--- src/rtl/id_scoreboard_if.sv ---
// id_scoreboard_if: ID-to-scoreboard issue bus plus scoreboard status.
//   master : ID stage side; drives decoded fields, writeback and load completion,
//            and observes id_ready and the status outputs.
//   slave  : scoreboard side.
//   CNT_W  : width of the stall counter.
interface id_scoreboard_if #(
  parameter int unsigned CNT_W = 16
);
  logic             id_valid;
  logic             id_ready;
  logic             rs1_re;
  logic [4:0]       rs1_addr;
  logic             rs2_re;
  logic [4:0]       rs2_addr;
  logic             rd_we;
  logic [4:0]       rd_addr;
  logic             id_is_load;
  logic             flush;
  logic             wb_valid;
  logic [4:0]       wb_addr;
  logic             ld_done;
  logic [31:0]      busy_vec;
  logic [3:0]       load_cnt;
  logic [CNT_W-1:0] stall_cnt;
  logic             err;

  modport master (
    output id_valid, rs1_re, rs1_addr, rs2_re, rs2_addr, rd_we, rd_addr,
           id_is_load, flush, wb_valid, wb_addr, ld_done,
    input  id_ready, busy_vec, load_cnt, stall_cnt, err
  );

  modport slave (
    input  id_valid, rs1_re, rs1_addr, rs2_re, rs2_addr, rd_we, rd_addr,
           id_is_load, flush, wb_valid, wb_addr, ld_done,
    output id_ready, busy_vec, load_cnt, stall_cnt, err
  );
endinterface

--- src/rtl/id_scoreboard.sv ---
// id_scoreboard: register scoreboard and issue gate between ID and execute.
//   clk      : rising-edge clock
//   rst      : asynchronous active-high reset
//   sb       : id_scoreboard_if slave port
//              id_ready is combinational (RAW/WAW/credit/flush gate);
//              busy_vec, load_cnt, stall_cnt and err are registered.
//   LOAD_MAX : maximum outstanding loads (1..15)
//   CNT_W    : stall counter width
module id_scoreboard #(
  parameter int unsigned LOAD_MAX = 4,
  parameter int unsigned CNT_W    = 16
) (
  input  logic           clk,
  input  logic           rst,
  id_scoreboard_if.slave sb
);

  localparam int unsigned NREG  = 32;
  localparam int unsigned LCW   = 4;

  logic [NREG-1:0]  busy_q, busy_d;
  logic [LCW-1:0]   load_cnt_q, load_cnt_d;
  logic [CNT_W-1:0] stall_cnt_q, stall_cnt_d;
  logic             err_q, err_d;

  logic [NREG-1:0]  wb_clr;
  logic [NREG-1:0]  rd_set;
  logic [NREG-1:0]  eff_busy;
  logic             raw;
  logic             waw;
  logic             credit_block;
  logic             issue;
  logic             issue_load;

  // Hazard detection; a same-cycle writeback already resolves its register.
  always_comb begin
    wb_clr       = sb.wb_valid ? (NREG'(1) << sb.wb_addr) : '0;
    eff_busy     = busy_q & ~wb_clr;
    raw          = (sb.rs1_re && (sb.rs1_addr != 5'd0) && eff_busy[sb.rs1_addr]) ||
                   (sb.rs2_re && (sb.rs2_addr != 5'd0) && eff_busy[sb.rs2_addr]);
    waw          = sb.rd_we && (sb.rd_addr != 5'd0) && eff_busy[sb.rd_addr];
    // A load completing this cycle does not return its credit until the edge.
    credit_block = sb.id_is_load && (load_cnt_q == LCW'(LOAD_MAX));
    issue        = sb.id_valid && !sb.flush && !raw && !waw && !credit_block;
    issue_load   = issue && sb.id_is_load;
    rd_set       = (issue && sb.rd_we && (sb.rd_addr != 5'd0)) ?
                   (NREG'(1) << sb.rd_addr) : '0;
  end

  // Next-state: busy bits, load credits, stall counter, sticky error.
  always_comb begin
    busy_d      = busy_q;
    load_cnt_d  = load_cnt_q;
    stall_cnt_d = stall_cnt_q;
    err_d       = err_q;

    // Set applied after clear so an issuing writer keeps its register busy.
    busy_d    = (busy_q & ~wb_clr) | rd_set;
    busy_d[0] = 1'b0;

    unique case ({issue_load, sb.ld_done})
      2'b10:   load_cnt_d = load_cnt_q + LCW'(1);
      2'b01: begin
        if (load_cnt_q == '0) begin
          err_d = 1'b1;
        end else begin
          load_cnt_d = load_cnt_q - LCW'(1);
        end
      end
      default: load_cnt_d = load_cnt_q;
    endcase

    // Writeback to a register nobody is writing.
    if (sb.wb_valid && (sb.wb_addr != 5'd0) && !busy_q[sb.wb_addr]) begin
      err_d = 1'b1;
    end

    if (sb.id_valid && !sb.flush && !issue && (stall_cnt_q != '1)) begin
      stall_cnt_d = stall_cnt_q + CNT_W'(1);
    end
  end

  // State registers.
  always_ff @(posedge clk or posedge rst) begin
    if (rst) begin
      busy_q      <= '0;
      load_cnt_q  <= '0;
      stall_cnt_q <= '0;
      err_q       <= 1'b0;
    end else begin
      busy_q      <= busy_d;
      load_cnt_q  <= load_cnt_d;
      stall_cnt_q <= stall_cnt_d;
      err_q       <= err_d;
    end
  end

  assign sb.id_ready  = issue;
  assign sb.busy_vec  = busy_q;
  assign sb.load_cnt  = load_cnt_q;
  assign sb.stall_cnt = stall_cnt_q;
  assign sb.err       = err_q;

endmodule

--- src/flat_wrapper.sv ---
// flat-port wrapper written by rule: the top's interface ports become plain ports
module id_scoreboard_flat 
#(
  parameter int unsigned LOAD_MAX = 4,
  parameter int unsigned CNT_W    = 16
)
  (clk, rst, sb_id_valid, sb_rs1_re, sb_rs1_addr, sb_rs2_re, sb_rs2_addr, sb_rd_we, sb_rd_addr, sb_id_is_load, sb_flush, sb_wb_valid, sb_wb_addr, sb_ld_done, sb_id_ready, sb_busy_vec, sb_load_cnt, sb_stall_cnt, sb_err);
  id_scoreboard_if #(.CNT_W(CNT_W)) sb_i ();
  input  logic clk;
  input  logic rst;
  input wire logic [$bits(sb_i.id_valid)-1:0] sb_id_valid;
  input wire logic [$bits(sb_i.rs1_re)-1:0] sb_rs1_re;
  input wire logic [$bits(sb_i.rs1_addr)-1:0] sb_rs1_addr;
  input wire logic [$bits(sb_i.rs2_re)-1:0] sb_rs2_re;
  input wire logic [$bits(sb_i.rs2_addr)-1:0] sb_rs2_addr;
  input wire logic [$bits(sb_i.rd_we)-1:0] sb_rd_we;
  input wire logic [$bits(sb_i.rd_addr)-1:0] sb_rd_addr;
  input wire logic [$bits(sb_i.id_is_load)-1:0] sb_id_is_load;
  input wire logic [$bits(sb_i.flush)-1:0] sb_flush;
  input wire logic [$bits(sb_i.wb_valid)-1:0] sb_wb_valid;
  input wire logic [$bits(sb_i.wb_addr)-1:0] sb_wb_addr;
  input wire logic [$bits(sb_i.ld_done)-1:0] sb_ld_done;
  output wire logic [$bits(sb_i.id_ready)-1:0] sb_id_ready;
  output wire logic [$bits(sb_i.busy_vec)-1:0] sb_busy_vec;
  output wire logic [$bits(sb_i.load_cnt)-1:0] sb_load_cnt;
  output wire logic [$bits(sb_i.stall_cnt)-1:0] sb_stall_cnt;
  output wire logic [$bits(sb_i.err)-1:0] sb_err;
  assign sb_i.id_valid = sb_id_valid;
  assign sb_i.rs1_re = sb_rs1_re;
  assign sb_i.rs1_addr = sb_rs1_addr;
  assign sb_i.rs2_re = sb_rs2_re;
  assign sb_i.rs2_addr = sb_rs2_addr;
  assign sb_i.rd_we = sb_rd_we;
  assign sb_i.rd_addr = sb_rd_addr;
  assign sb_i.id_is_load = sb_id_is_load;
  assign sb_i.flush = sb_flush;
  assign sb_i.wb_valid = sb_wb_valid;
  assign sb_i.wb_addr = sb_wb_addr;
  assign sb_i.ld_done = sb_ld_done;
  assign sb_id_ready = sb_i.id_ready;
  assign sb_busy_vec = sb_i.busy_vec;
  assign sb_load_cnt = sb_i.load_cnt;
  assign sb_stall_cnt = sb_i.stall_cnt;
  assign sb_err = sb_i.err;
  id_scoreboard #(.LOAD_MAX(LOAD_MAX), .CNT_W(CNT_W)) u_core (.clk(clk), .rst(rst), .sb(sb_i));
endmodule
--- config.mk ---
export PLATFORM = sky130hd
export DESIGN_NAME = id_scoreboard_flat
export DESIGN_NICKNAME = d
export VERILOG_FILES = /design/src/rtl/id_scoreboard_if.sv /design/src/rtl/id_scoreboard.sv /design/src/flat_wrapper.sv
export SDC_FILE = /design/constraint.sdc
export NUM_CORES = 1
export LEC_CHECK = 0
export ABC_CLOCK_PERIOD_IN_PS = 3900
export BUFFER_PORTS_ARGS = -buffer_cell sky130_fd_sc_hd__buf_2
export CAP_MARGIN = 20
export CORE_MARGIN = 3
export CORE_UTILIZATION = 30
export CTS_BUF_LIST = sky130_fd_sc_hd__clkbuf_4 sky130_fd_sc_hd__clkbuf_8 sky130_fd_sc_hd__clkbuf_16
export CTS_CLUSTER_DIAMETER = 80
export CTS_CLUSTER_SIZE = 12
export DETAILED_ROUTE_END_ITERATION = 6
export PLACE_DENSITY = 0.6
export SYNTH_ARGS = -nofsm -noshare
export SYNTH_HDL_FRONTEND = slang
export SYNTH_SLANG_ARGS = --single-unit
--- constraint.sdc ---
create_clock -name clk -period 3.9 [get_ports clk]
set_clock_uncertainty 0.2 [all_clocks]
set_input_delay 0.78 -clock clk [delete_from_list [all_inputs] [get_ports clk]]
set_output_delay 0.78 -clock clk [all_outputs]
set_load 0.02 [all_outputs]
-- After elaboration in Yosys (flattened, before gate mapping)
Index checks and enable logic that the tools add are counted.
- reductions and logical operators: 35
- bitwise operators: 3
- eq/ne operators: 5
- mux-type cells: 15
- shift-type cells: 2
- $lt $le $gt $ge: 4
- $add $sub $neg: 3
- operators by type and width (cell ; number):
    32-bit 2-to-1 mux ; 2
    1-bit by 5-bit left shift with 32-bit output (first input constant) ; 2
    32-bit AND ; 1
    32-bit inverter ; 1
    32-bit bitwise OR ; 1
    5-bit by 6-bit less-than comparator with 1-bit output (second input constant) ; 4
    1-bit binary-select mux with 5-bit select ; 4
    5-bit nonzero test ; 4
    1-bit logical AND ; 18
    16-bit by 1-bit adder with 16-bit output (second input constant) ; 1
    16-bit inequality test (second input constant) ; 1
    4-bit one-hot mux with 2 select lines ; 1
    1-bit 2-to-1 mux ; 7
    1-bit zero test ; 6
    2-bit nonzero test ; 3
    4-bit by 1-bit adder with 4-bit output (second input constant) ; 1
    4-bit by 3-bit equality test with 1-bit output (second input constant) ; 1
    4-bit zero test ; 1
    4-bit 2-to-1 mux ; 1
    2-bit AND reduction ; 2
    4-bit by 1-bit subtractor with 4-bit output (second input constant) ; 1
    2-bit by 1-bit equality test with 1-bit output (second input constant) ; 1
    2-bit equality test (second input constant) ; 1
    2-bit inequality test (second input constant) ; 1
    1-bit logical OR ; 1
- output and inout bits: 54
- word-level logic and storage cells: 71
- bits of input ports: 30
- flip-flop bits (word level): 52

-- Depth between registers and ports, before layout
Gate-level depths: netlist of the first run.
- depth in word-level cells: 16
- mapped depth: 18
- gate-level depth less buffers: 15

-- Least setup slack after synthesis of the first run
No wires, ideal clock.
- path kind: input port to flip-flop
- start: input sb_rs2_addr[0]
- end: register u_core.load_cnt_q[3] (netlist: u_core.sb.load_cnt[3])
- data required time: 3568 ps
- path buffers: 2
- library setup time: 132 ps
- path slack: -495 ps
- arrival: 4063 ps
- cell stages on the path: 17
- cells stage by stage: clkbuf_1 > xnor2_2 > and2_1 > a2111oi_0 > or4_1 > nor4_1 > nand4_1 > or3_1 > buf_2 > nand2_1 > inv_1 > ha_1 > a21o_1 > a21oi_1 > a21boi_0 > o21ai_0 > o211ai_1
- cells in the longest elaborated chain, start to end: 12
- elaborated cells on any way between the ends: 17
- those cells by class: 3 x eq/ne; 3 x mux; 11 x reduce/logical
- ends and longest elaborated chain (item ; RTL line ; text):
    from (decl) ; flat_wrapper.sv:15 ; input wire logic [$bits(sb_i.rs2_addr)-1:0] sb_rs2_addr;
    1-bit binary-select mux with 5-bit select or 5-bit nonzero test (tied branches) ; id_scoreboard.sv:40 ; (sb.rs2_re && (sb.rs2_addr != 5'd0) && eff_busy[sb.rs2_addr]);
    1-bit 2-to-1 mux (not written as such) or 1-bit logical AND (tied branches) ; id_scoreboard.sv:40 ;
    1-bit logical AND (*) ; id_scoreboard.sv:40 ;
    1-bit logical OR (*) ; id_scoreboard.sv:39 ; raw = (sb.rs1_re && (sb.rs1_addr != 5'd0) && eff_busy[sb.rs1_addr]) ||
    1-bit zero test (*) ; id_scoreboard.sv:44 ; issue = sb.id_valid && !sb.flush && !raw && !waw && !credit_block;
    1-bit logical AND (*) (3 in series) ; id_scoreboard.sv:44 ;
    1-bit logical AND (*) ; id_scoreboard.sv:45 ; issue_load = issue && sb.id_is_load;
    2-bit by 1-bit equality test with 1-bit output or 2-bit equality test (tied branches) ; id_scoreboard.sv:61 ; unique case ({issue_load, sb.ld_done})
    2-bit inequality test (no line) or 2-bit nonzero test (tied branches) ; n/a ;
    2-bit AND reduction (no line) ; n/a ;
    to (signal assigned) ; id_scoreboard.sv:92 ; load_cnt_q <= load_cnt_d;
    to (decl) ; id_scoreboard.sv:22 ; logic [LCW-1:0] load_cnt_q, load_cnt_d;
Mark *: on every way between the ends. The rest lies on a longest branch, timed or not. The select of a mux whose other input is x is not followed.
A chain may end at the register's enable or synchronous reset.

-- Worst setup path in the final report of the first run
- start: input sb_wb_addr[0]
- end: output sb_id_ready
- cells in the longest elaborated chain, start to end: 12
- elaborated cells on any way between the ends: 19
- those cells by class: 1 x shift; 7 x mux; 2 x bitwise; 9 x reduce/logical
- ends and longest elaborated chain (item ; RTL line ; text):
    from (decl) ; flat_wrapper.sv:21 ; input wire logic [$bits(sb_i.wb_addr)-1:0] sb_wb_addr;
    1-bit by 5-bit left shift with 32-bit output (*) ; id_scoreboard.sv:37 ; wb_clr = sb.wb_valid ? (NREG'(1) << sb.wb_addr) : '0;
    32-bit 2-to-1 mux (*) ; id_scoreboard.sv:37 ;
    32-bit inverter (*) ; id_scoreboard.sv:38 ; eff_busy = busy_q & ~wb_clr;
    32-bit AND (*) ; id_scoreboard.sv:38 ;
    1-bit binary-select mux with 5-bit select (on tied branches) ; id_scoreboard.sv:39, id_scoreboard.sv:40 ;
    1-bit 2-to-1 mux (on tied branches) ; id_scoreboard.sv:39, id_scoreboard.sv:40 ;
    1-bit logical AND (on tied branches) ; id_scoreboard.sv:39, id_scoreboard.sv:40 ;
    1-bit logical OR ; id_scoreboard.sv:39 ;
    1-bit zero test ; id_scoreboard.sv:44 ;
    1-bit logical AND ; id_scoreboard.sv:44 ;
    1-bit logical AND (*) (2 in series) ; id_scoreboard.sv:44 ;
    to (decl) ; flat_wrapper.sv:23 ; output wire logic [$bits(sb_i.id_ready)-1:0] sb_id_ready;
Marked as above.

==> results of run 1 <==
## cell families after synthesis
logic type | share of synthesized area (%)
simple gates | 20.1
compound gates | 21.6
buf+inv | 5.38
flops | 31.8
mux | 15.3
xor+xnor | 4.43
fa+ha+maj | 1.41
other cells | 0.0915
## through the flow
stage	setup WS [ns]	TNS [ns]	util, %	power, mW	hold WS [ns]
2_1_floorplan	-0.292	-0.622	-	1.23	0.376
3_3_place_gp	-0.784	-10.89	42.2	1.61	0.274
3_5_place_dp	-0.796	-9.48	42.2	1.63	0.281
4_1_cts	-0.252	-0.849	44.3	2.13	0.297
5_1_grt	-0.390	-1.56	45.1	2.26	0.310
6_report	-0.273	-0.828	45.1	2.14	0.288
## synthesized netlist by cell type (all sizes together), types with 3 or more instances
library cell	n	share of area (%)
a2111oi	6	1.3
a21o	3	0.55
a21oi	11	1.3
a31oi	8	1.2
and2	3	0.46
and3	7	1.1
buf	17	2.1
clkbuf	16	1.5
dfrtp	52	32
ha	3	0.92
inv	19	1.7
mux2	9	2.5
mux2i	21	5.1
mux4	14	7.7
nand2	21	1.9
nand2b	4	0.61
nand3	24	2.9
nand3b	5	0.92
nand4	8	1.2
nand4b	4	0.86
nand4bb	4	1.1
nor2	20	1.8
nor3	8	0.98
nor3b	4	0.73
nor4bb	4	0.98
o2111ai	7	1.5
o211ai	7	1.3
o21ai	68	8.3
o311ai	4	0.86
o31ai	6	1.1
o32ai	3	0.64
or2	4	0.61
or3	9	1.4
or4	4	0.73
xnor2	16	3.8
xor2	3	0.64
## final timing paths
kind / endpoint / slack (ns)
worst max register to register: u_core.sb.load_cnt[1]$_DFFE_PP0P_ / 0.23
worst max-delay path: sb_id_ready / -0.27
worst min-delay path: u_core.sb.stall_cnt[8]$_DFFE_PP0P_ / 0.29
max in group asynchronous: u_core.sb.busy_vec[28]$_DFF_PP0_ / 2.35
min in group asynchronous: u_core.sb.load_cnt[2]$_DFFE_PP0P_ / 0.32
worst min register to register: u_core.sb.stall_cnt[8]$_DFFE_PP0P_ / 0.29
## final cells by class
| class | count | area [um^2] | area share [%] |
|---|---|---|---|
| Clock buffer | 6 | 133 | 2.21 |
| Clock inverter | 2 | 16.3 | 0.271 |
| Inverter | 20 | 85.1 | 1.42 |
| Multi-Input combinational cell | 349 | 2760 | 45.9 |
| Sequential cell | 52 | 1300 | 21.7 |
| Tap cell | 176 | 220 | 3.67 |
| Timing Repair Buffer | 217 | 1490 | 24.8 |
## critical path, stage by stage
cell	delay [ns]
buf_2	0.27
buf_4	0.19
xnor2_2	0.08
buf_4	0.14
a31oi_1	0.26
a2bb2oi_1	0.11
a2111oi_0	0.54
a21oi_1	0.08
buf_4	0.16
nand4_1	0.20
or2_4	0.22
inv_8	0.03
buf_6	0.12
## metal layers
layer / vias to the layer above / track usage [%]
met1: 2327 / 30.3
li1: 2134 / -
met3: 55 / 4.52
met2: 238 / 39.9
met4: 0 / 10.1
met5: - / 0
## report_power, final
group / leakage, nW / internal (mW) / switching, mW / total (mW)
combinational: 1.93 / 0.420 / 0.503 / 0.922
sequential: 0.693 / 0.624 / 0.130 / 0.754
clock: 0.0705 / 0.247 / 0.213 / 0.460
total: 2.70 / 1.29 / 0.845 / 2.14
## state kept, by name, indices dropped and copies added (netlist names)
name	cells
u_core.sb.stall_cnt	16
u_core.sb.busy_vec	31
u_core.sb.load_cnt	4
u_core.sb.err	1
## timing repair
action,4_1_cts,5_1_grt
buffers inserted,4,2
endpoints found under the setup margin,15,18
resized for setup,25,26
pin swaps,17,18
==> metrics.cfg, run 1 <==
[power_and_ir_drop]
p_per_area_mw_per_mm2=356
peakVddDrop_mv=0.238
cellLeakagePower_nw=2.70

[placed_design]
dp_hpwl_um=14300
portBuffers=82
place_inst=808
gp_congestion=1.01
placed_cell_area_mm2=0.00561

[route]
dr.pass1.iters=5
top_layer_used=met4
wl_met3_um=1350
post_drt_via_cell_ratio=5.78
wirelength_um=18000
met2_length_um=8480
wl_per_cell_um=21.9
drc=0
drt-met1-wl_um=7390
drtIter0Drc=541
via_count=4754
antenna_left=0

[run]
cap_violations=0

[clock_tree]
cts_buffer_depth=2
root_buffer=clkbuf_16
cts_buffers=5
cts_tree=built
htreeDepth=2
clock_sinks=52
clk_latency_ns=0.30
hold_buffers=0
path_clk_slew_ns=0.07

[finish]
final.fill_count=1318
finalNonFillerCells=822
final_common_cell=buf_4
syn_to_final_growth_pct=46.5
layout_common_cells=131 x buf_4, 76 x buf_2, 52 x dfrtp_1
fin_area_mm2=0.00600
drive_gt1_share_pct=44.9
antenna_cells=0
nNetsFinal=679

[synth]
ys.warnings.count=0
ys_ff_latch=52
synth_ff_type=dfrtp_1
synth_nets=488
synth-edff-count=0
ys_types=66
syn_avg_cell_area_um2=9.02
postSynth.asyncResetShare_pct=100
yosysSeqAreaShare_pct=31.8
syn_area_mm2=0.00410
synthCells=454

[timing]
rsz0062_at_grt=yes
tightest_slew_ns=0.676
setup_viol=4
fmax_mhz=240
finalCritPeriodShare_pct=107
hold_viol=0
slew_viol_final=0
maxSlewHeadroom_pct=54.8
fin_ws_ns=-0.273
finalCriticalPeriod_ns=4.17

[worst_setup_path]
rr_worst_depth=12
crit_fanout=11
path_class=in2out
reg2reg_from=u_core.sb.load_cnt[1]$_DFFE_PP0P_
startpoint=sb_wb_addr[0]
end_kind=primary output
startpoint_type=primary input
crit_arrival_ns=3.19
cp_data_required_time_ns=2.92

[global_route]
grt_pass1_wl_um=27200
grt_max_degree=28
first_global_vias=4654
antenna_found_initial=0
gr-total-overflow=0
grt_usage_pct=23.9

[status]
status=complete, but fails checks
failed_checks=setup timing

[floorplanning]
die-area_mm2=0.0151
io_pins=84
core_area_mm2=0.0133
fp.dieH_um=123
core.rowCount=42
die_x_um=123
start_util_pct=30.8

[min_path]
hold_start=u_core.sb.stall_cnt[8]$_DFFE_PP0P_
hold_path_class=reg2reg
holdPathStages=1

Power figures use the tool's default switching activity.
==> inputs of run 2 (changes only) <==
ABC_CLOCK_PERIOD_IN_PS = 3400   (was 3900)
PLACE_DENSITY = 0.51   (was 0.6)
clock period = 3.4 ns   (was 3.9 ns; I/O delays follow)
==> run 2 against run 1 <==
The run still ends with setup timing left; worst setup slack worse by 0.35 ns; global-route usage is 0.49 points lower; sequential cell count stayed put; largest power group unchanged.
==> metrics.cfg, run 2 (synthesis results as in run 1) <==
[worst_setup_path]
cp_data_required_time_ns=2.52  ; was 2.92 ns
slowest_delay_ns=0.34  ; was 0.54 ns
cp_cell_sequence=buf_8 > buf_4 > buf_12 > nand4bb_1 > o21ai_0 > mux4_2 > a22oi_1 > nand4_1 > nand4_1 > buf_4 > or2_4 > inv_8 > buf_6  ; was buf_2 > buf_4 > xnor2_2 > buf_4 > a31oi_1 > a2bb2oi_1 > a2111oi_0 > a21oi_1 > buf_4 > nand4_1 > or2_4 > inv_8 > buf_6
path_class=in2out  ; unchanged
crit_fanout=6  ; was 11
crit_arrival_ns=3.14  ; was 3.19 ns
end_kind=primary output  ; unchanged
startpoint_type=primary input  ; unchanged
critPathSlowestCell=o21ai_0  ; was a2111oi_0

[route]
via_count=4807  ; was 4754
post_drt_via_cell_ratio=5.64  ; was 5.78
antenna_left=0  ; unchanged
drtIter0Drc=310  ; was 541
wirelength_um=17300  ; was 18000 um
drc=0  ; unchanged
wl_per_cell_um=20.3  ; was 21.9 um
dr.pass1.iters=5  ; unchanged

[finish]
final_common_cell=buf_4  ; unchanged
layout_common_cells=155 x buf_4, 77 x buf_2, 52 x dfrtp_1  ; was 131 x buf_4, 76 x buf_2, 52 x dfrtp_1
largest_reg_flops=31  ; unchanged
fin_util_pct=48.2  ; was 45.1%
drive_gt1_share_pct=48.7  ; was 44.9%
finalNonFillerCells=852  ; was 822
antenna_cells=0  ; unchanged
syn_to_final_growth_pct=56.3  ; was 46.5%
nNetsFinal=709  ; was 679
fin_area_mm2=0.00640  ; was 0.00600 mm^2

[global_route]
grt_pass1_wl_um=27200  ; about the same
grt_usage_pct=23.4  ; was 23.9%
grt_max_degree=53  ; was 28
first_global_vias=4884  ; was 4654
gr-total-overflow=0  ; unchanged
antenna_found_initial=0  ; unchanged

[clock_tree]
cts_tree=built  ; unchanged
htreeDepth=2  ; unchanged
cts_buffer_depth=2  ; unchanged
hold_buffers=0  ; unchanged
root_buffer=clkbuf_16  ; unchanged
clock_sinks=52  ; unchanged
path_clk_slew_ns=0.07  ; about the same
clk_latency_ns=0.30  ; about the same
cts_buffers=5  ; unchanged

[placed_design]
preCtsSetupSlack_ns=-1.05  ; was -0.796 ns
gp_congestion=1.01  ; about the same
placed_cell_area_mm2=0.00582  ; was 0.00561 mm^2
dp_hpwl_um=13900  ; was 14300 um
portBuffers=82  ; unchanged
place_inst=834  ; was 808

[power_and_ir_drop]
peakVddDrop_mv=0.303  ; was 0.238 mV
finalPower_mw=2.63  ; was 2.14 mW
cellLeakagePower_nw=2.94  ; was 2.70 nW
p_per_area_mw_per_mm2=411  ; was 356 mW/mm^2

[run]
cap_violations=0  ; unchanged

[timing]
setup_viol=33  ; was 4
slew_viol_final=0  ; unchanged
fmax_mhz=249
rsz0062_at_grt=yes  ; unchanged
hold_slack_ns=0.290  ; was 0.288 ns
finalCritPeriodShare_pct=118
fin_ws_ns=-0.621  ; was -0.273 ns
maxSlewHeadroom_pct=41.8  ; was 54.8%
tns_ns=-9.43  ; was -0.828 ns
tightest_slew_ns=0.871  ; was 0.676 ns
finalCriticalPeriod_ns=4.02
hold_viol=0  ; unchanged

[floorplanning]
io_pins=84  ; unchanged
core_area_mm2=0.0133  ; unchanged
fp.dieH_um=123  ; unchanged
die-area_mm2=0.0151  ; unchanged
die_x_um=123  ; unchanged
start_util_pct=30.8  ; unchanged
core.rowCount=42  ; unchanged

[status]
status=complete, but fails checks  ; unchanged
failed_checks=setup timing  ; unchanged

[min_path]
hold_path_class=reg2reg  ; unchanged

==> run 2: cell count changes in the layout (fill, tap and decap cells not counted), moves of 4 or more <==
cell,previous run,this run
mux2_2,9,5
nand3_2,0,4
mux2_4,0,4
nand3_4,0,4
buf_4,131,155
nand3_1,24,16
==> run 2: critical path, delay by kind of cell <==
kind,cells,cell delay [ns]
AND/OR/NAND/NOR,4,0.93
buffers and inverters,6,0.76
AO/OA/AOI/OAI,2,0.42
multiplexers,1,0.33
==> run 2: timing repair <==
action	CTS	global route
buffers inserted	10	6
setup endpoints to repair	33	50
gates resized for setup	45	36
pin swaps	26	16
==> run 2: layout make-up <==
type,instances,area (um^2)
fill,1305,6890
multi-input combinational,349,2870
timing repair buffer,247,1760
sequential,52,1300
tap,176,220
clock buffer,6,133
inverter,20,82.6
clock inverter,2,35.0
==> run 2: final timing paths <==
path	startpoint	to	slack [ns]	depth (start not counted)
worst max register to register	u_core.sb.load_cnt[0]$_DFFE_PP0P_	u_core.sb.load_cnt[3]$_DFFE_PP0P_	-0.10	13
worst min-delay path	u_core.sb.stall_cnt[6]$_DFFE_PP0P_	u_core.sb.stall_cnt[6]$_DFFE_PP0P_	0.29	1
min in group asynchronous	rst	u_core.sb.stall_cnt[1]$_DFFE_PP0P_	0.36	3
max in group asynchronous	rst	u_core.sb.busy_vec[18]$_DFF_PP0_	2.18	3
worst max-delay path	sb_wb_addr[1]	sb_id_ready	-0.62	13
worst min register to register	u_core.sb.stall_cnt[6]$_DFFE_PP0P_	u_core.sb.stall_cnt[6]$_DFFE_PP0P_	0.29	1
==> run 2: report_power, final <==
group,internal (mW),total (mW),switching (mW)
Sequential,0.716,0.814,0.0976
Combinational,0.586,1.23,0.640
Clock,0.355,0.590,0.235
Total,1.66,2.63,0.972
==> run 2: metal layers <==
metal  track usage, %  share of wire [%]  vias up
li1                 -                  -     2197
met2             37.6                 46      179
met1             32.8                 45     2400
met5                0                  0        -
met3             3.00                6.3       31
met4             7.35                2.7        0
